File: src/rtl/vxe_intu.sv
// ============================================================================
// Module   : vxe_intu
// Brief    : VxE interrupt unit - sticky event latching, masking, W1C acks
//            and a deassertion holdoff on the level interrupt to the host.
// Revision : 1.0 - initial release
// ============================================================================
`default_nettype none

module vxe_intu #(
    parameter int NSRC    = 4,
    parameter int HOLDOFF = 2
) (
    input  logic            clk,
    input  logic            rst,
    input  logic [NSRC-1:0] i_events,
    input  logic [NSRC-1:0] i_msk,
    input  logic            i_ack_vld,
    input  logic [NSRC-1:0] i_ack,
    output logic [NSRC-1:0] o_raw,
    output logic [NSRC-1:0] o_act,
    output logic [NSRC-1:0] o_lost,
    output logic            o_intr
);

    localparam int CNT_W = (HOLDOFF > 0) ? $clog2(HOLDOFF + 1) : 1;
    localparam logic [CNT_W-1:0] HOLD_INIT = (HOLDOFF > 0) ? CNT_W'(HOLDOFF - 1) : '0;

    typedef enum logic [1:0] {
        IDLE   = 2'd0,
        ASSERT = 2'd1,
        HOLD   = 2'd2
    } state_t;

    state_t          state, state_nxt;
    logic [CNT_W-1:0] cnt, cnt_nxt;
    logic [NSRC-1:0]  raw, lost;
    logic [NSRC-1:0]  clr, raw_nxt, lost_nxt;
    logic             intr, intr_nxt;

    // An event always wins over a simultaneous ack of the same bit.
    always_comb begin
        clr      = {NSRC{i_ack_vld}} & i_ack;
        raw_nxt  = i_events | (raw & ~clr);
        lost_nxt = (lost & ~clr) | (i_events & raw & ~clr);
    end

    assign o_act = raw & i_msk;

    always_comb begin
        state_nxt = state;
        cnt_nxt   = cnt;
        case (state)
            IDLE: begin
                if (|o_act) begin
                    state_nxt = ASSERT;
                end
            end
            ASSERT: begin
                if (!(|o_act)) begin
                    if (HOLDOFF > 0) begin
                        state_nxt = HOLD;
                        cnt_nxt   = HOLD_INIT;
                    end else begin
                        state_nxt = IDLE;
                    end
                end
            end
            HOLD: begin
                if (cnt == '0) begin
                    state_nxt = IDLE;
                end else begin
                    cnt_nxt = cnt - 1'b1;
                end
            end
            default: begin
                state_nxt = IDLE;
                cnt_nxt   = '0;
            end
        endcase
        // Registered from the next state so the line is glitch-free.
        intr_nxt = (state_nxt == ASSERT);
    end

    always_ff @(posedge clk) begin
        if (rst) begin
            raw   <= '0;
            lost  <= '0;
            state <= IDLE;
            cnt   <= '0;
            intr  <= 1'b0;
        end else begin
            raw   <= raw_nxt;
            lost  <= lost_nxt;
            state <= state_nxt;
            cnt   <= cnt_nxt;
            intr  <= intr_nxt;
        end
    end

    assign o_raw  = raw;
    assign o_lost = lost;
    assign o_intr = intr;

endmodule

`default_nettype wire
File: config.mk
export PLATFORM = sky130hd
export DESIGN_NAME = vxe_intu
export DESIGN_NICKNAME = d
export VERILOG_FILES = /design/src/rtl/vxe_intu.sv
export SDC_FILE = /design/constraint.sdc
export NUM_CORES = 1
export LEC_CHECK = 0
export CORE_ASPECT_RATIO = 0.9
export CORE_MARGIN = 3
export CORE_UTILIZATION = 40
export CTS_CLUSTER_DIAMETER = 150
export DETAILED_ROUTE_END_ITERATION = 10
export PLACE_DENSITY = 0.77
export SETUP_SLACK_MARGIN = 0.2
export SLEW_MARGIN = 25
export SYNTH_ARGS = -nofsm -noshare
export SYNTH_HDL_FRONTEND = slang
export SYNTH_SLANG_ARGS = --single-unit
File: constraint.sdc
create_clock -name clk -period 1.64 [get_ports clk]
set_input_delay 0.164 -clock clk [delete_from_list [all_inputs] [get_ports clk]]
set_output_delay 0.164 -clock clk [all_outputs]
set_load 0.03 [all_outputs]
Yosys cells after proc, flatten, opt, wreduce, memory -nomap -nowiden
Cells that the tools add are included.
- bitwise logic cells: 10
- $add $sub $neg: 1
- multiplexer cells: 7
- reductions and logical operators: 4
- equality and inequality tests: 5
- operator list (operator ; count):
    $and 4x4->4 ; 6
    $pmux 2 s3 ; 2
    $mux 2 ; 5
    $or 4x4->4 ; 2
    $eq 2x1->1 const B ; 2
    $logic_not 2->1 ; 2
    $ne 2x2->1 const B ; 2
    $not 4->4 ; 1
    $reduce_or 4->1 ; 1
    $reduce_and 3->1 ; 1
    $eq 2x2->1 const B ; 1
    $sub 2x1->2 const B ; 1
    $not 1->1 ; 1
- output and inout port bits: 13
- flip-flop bits (word level): 13
- logic and storage cells: 32
- bits of input ports: 15

Longest topological paths before layout
- word-level depth: 5
- depth in mapped cells: 6

Worst setup path before layout
OpenSTA, ideal clock, no wires.
- path type: register to register
- start: register state[1]
- end: register cnt[0]
- slack: 0.124 ns
- clock period less this slack: 1.516 ns
- arrival: 1.445 ns
- cell stages (with the launch flop): 6
- cell sequence: dfxtp_1 > inv_1 > ha_1 > a21boi_2 > or4b_1 > a21oi_1
- longest elaborated chain between the ends: 3
- elaborated cells between the ends (all ways): 8
- classes of those cells: 4 x eq/ne; 1 x mux; 1 x bitwise; 2 x reduce/logical
- ends and longest elaborated chain (element ; line ; text):
    from (decl) ; 34 ; state_t state, state_nxt;
    from (signal assigned) ; 94 ; state <= state_nxt;
    $eq 2x2->1, or another cell as far along ; 52 ; case (state)
    $ne 2x2->1 (no line) or $not 1->1 (tied branches) ; -- ;
    $reduce_and 3->1 (no line) ; -- ;
    to (signal assigned) ; 95 ; cnt <= cnt_nxt;
    to (decl) ; 35 ; logic [CNT_W-1:0] cnt, cnt_nxt;
Parallel ways exist; a longest one is shown, timed or not.
A chain may end at the register's enable or synchronous reset.

Worst setup path in the final report
- start: register state[1]
- end: register intr, in the netlist o_intr
- longest elaborated chain between the ends: 3
- elaborated cells between the ends (all ways): 8
- classes of those cells: 3 x eq/ne; 4 x mux; 1 x reduce/logical
- ends and longest elaborated chain (element ; line ; text):
    $eq 2x2->1, or another cell as far along ; 52 ;
    $pmux 2 s3 * ; 52 ;
    $eq 2x1->1 * ; 81 ; intr_nxt = (state_nxt == ASSERT);
    to (signal assigned) ; 96 ; intr <= intr_nxt;
    to (decl) ; 38 ; logic intr, intr_nxt;
Mark *: on every way between the ends. The rest lies on a longest branch, timed or not.

==> flow_metrics.env <==
export IMPL_status="finished, final reports clean"
export IMPL_cts_buffers=3
export IMPL_antenna_cells=0
export IMPL_die_x_um=48.0
export IMPL_final_common_cell="clkdlybuf4s50_1"
export IMPL_path_cells="buf_12 > ha_4 > nor2b_4 > o21ai_0 > a211oi_2 > buf_4 > a211oi_2"
export IMPL_coreArea_mm2=0.00146
export IMPL_core_rowCount=13
export IMPL_vias=756
export IMPL_initial_utilization_pct=43.4
export IMPL_die_area_mm2=0.00210
export IMPL_holdBufCountCts=0
export IMPL_syn_to_final_growth_pct=81.5
export IMPL_syn_area_um2=636
export IMPL_crit_type="reg -> reg"
export IMPL_grt_use_total_pct=20.0
export IMPL_drtPass1Iterations=4
export IMPL_drv_slew=0
export IMPL_hold_class="in -> reg"
export IMPL_worstPathMaxFanout=4
export IMPL_ys_ff_latch=13
export IMPL_wl_per_cell_um=16.2
export IMPL_gp_congestion=0.798
export IMPL_grt_setup_unrepaired="yes"
export IMPL_fin_util_pct=78.8
export IMPL_grt_pass1_wl_um=2960
export IMPL_power_density_mw_per_mm2=860
export IMPL_min_period_ps=1560
export IMPL_io_pins=28
export IMPL_yosysWarnings=0
export IMPL_setup_viol=0
export IMPL_drtIter0Drc=37
export IMPL_skew_ps=8.58
export IMPL_placed_cell_area_um2=952
export IMPL_cp_slowest_cell="dfxtp_4"
export IMPL_dp_hpwl_um=1220
export IMPL_whs_path_depth=2
export IMPL_cp_data_arrival_time_ps=1750
export IMPL_clk_latency_ps=280
export IMPL_drtAntennaViolNets=0
export IMPL_antenna_found_initial=0
export IMPL_regArea_um2=274
export IMPL_max_freq_mhz=641
export IMPL_cts_root_buffer="clkbuf_4"
export IMPL_fin_area_mm2=0.00115
export IMPL_viasPerCell=5.82
export IMPL_num_fill_cells=104
export IMPL_maxSlewHeadroom_pct=78.1
export IMPL_syn_num_nets=92
export IMPL_cts_sinks=13
export IMPL_setup_tns_ps=0
export IMPL_reg2reg_depth=7
export IMPL_critPathCaptureType="register"
export IMPL_leakage_nw=0.500
export IMPL_cp_required_ps=1830
export IMPL_yosysUniqueCellTypes=20
export IMPL_clk_pin_slew_ps=80
export IMPL_drc=0
export IMPL_critical_path_max_stage_delay_ps=370
export IMPL_grt_pass1_vias=669
export IMPL_cts_tree="done"
export IMPL_fp_dieH_um=43.8
export IMPL_drt_total_wl_um=2110
export IMPL_overflow=0
export IMPL_port_buffers=27
export IMPL_grt_start_max_net_pins=9
export IMPL_crit_path_start_kind="register"
export IMPL_layout_common_cells="clkdlybuf4s50_1 (14), buf_4 (13), a21oi_1 (12)"
export IMPL_yosysSeqAreaShare_pct=40.9
export IMPL_clock_path_buffers=2
export IMPL_multi_input_area_um2=435
export IMPL_final_period_utilization_pct=95.1
export IMPL_tightest_slew_ps=329
export IMPL_hold_violations=0
export IMPL_drive_gt1_share_pct=34.8
export IMPL_irDropWorstVdd_uv=573
export IMPL_htreeDepth=1
export IMPL_syn_avg_cell_area_um2=8.83
export IMPL_final_net_count=136
export IMPL_drv_cap=0
export IMPL_path_common_cell="a211oi_2"
export IMPL_syn_instance_count=72
[path summary, 6_finish.rpt]
kind	end	slack, ps	from
max	o_intr	80	state[1]
min	o_lost[0]	480	i_ack[0]
max reg2reg	o_intr	80	state[1]
min reg2reg	cnt[0]	480	cnt[0]
[routing by layer]
layer / part of all wire, % / global-route usage [%]
met1: 39 / 21.4
met4: 2.8 / 7.53
met2: 51 / 34.8
met3: 7.4 / 6.64
met5: 0 / 0
[cell families after synthesis]
logic type	share of synthesized area [%]
buffers and inverters	3.54
AO/OA/AOI/OAI	29.3
flip-flops	40.9
AND/OR/NAND/NOR	16.3
adder cells (fa/ha/maj)	9.84
[registers in the layout, summed over array words and instances (netlist names)]
register,flops
o_raw,4
cnt,2
o_lost,4
o_intr,1
state,2
[layout make-up]
type                       instances  share of cell area, %
clock buffer                       4                   2.28
multi-input combinational         53                   37.7
tap                               15                   1.63
inverter                           4                   1.52
sequential                        13                   23.8
timing repair buffer              41                   33.1
[cells in the mapped netlist]
master	count	area [um2]
a211oi_1	6	45.0
and2_2	1	7.51
a21oi_1	12	60.1
or4b_1	1	10.0
a21boi_0	1	7.51
or4_1	1	7.51
dfxtp_1	13	260
nor2b_1	2	12.5
a21o_2	1	8.76
nand2b_1	1	6.26
o311ai_1	1	8.76
nor2_1	7	26.3
ha_1	5	62.6
nand2_1	4	15.0
o21ai_0	4	20.0
a21boi_2	1	11.3
inv_1	4	15.0
a22oi_2	2	25.0
clkbuf_1	2	7.51
and2_1	3	18.8
[stage by stage]
stage	instances	power (mW)	setup slack, ps	hold WS [ps]
floorplan	72	0.532	201	228
global placement	115	0.647	-0.775	463
detailed placement	115	0.653	-33.5	466
CTS	126	0.928	142	475
global route	130	1.04	35.1	480
finish	130	0.992	79.9	478
[critical path: cells and delay by family, from the launching register on]
kind	cells	cell delay [ps]
DFF	1	370
and+or+nand+nor	1	140
adders and majority gates	1	160
AOI/OAI and AO/OA	3	530
buffers and inverters	2	270
[what timing repair did]
item | 4_1_cts | 5_1_grt
buffers inserted | 7 | 4
setup endpoints to repair | 14 | 6
resized for setup | 20 | 10
pin swaps | 8 | 6
[report_power, final]
| group | total (mW) | internal (mW) | switching (mW) |
|---|---|---|---|
| registers | 0.368 | 0.345 | 0.0226 |
| logic | 0.430 | 0.222 | 0.208 |
| clock network | 0.194 | 0.0943 | 0.0996 |
Power figures use the tool's default switching activity.
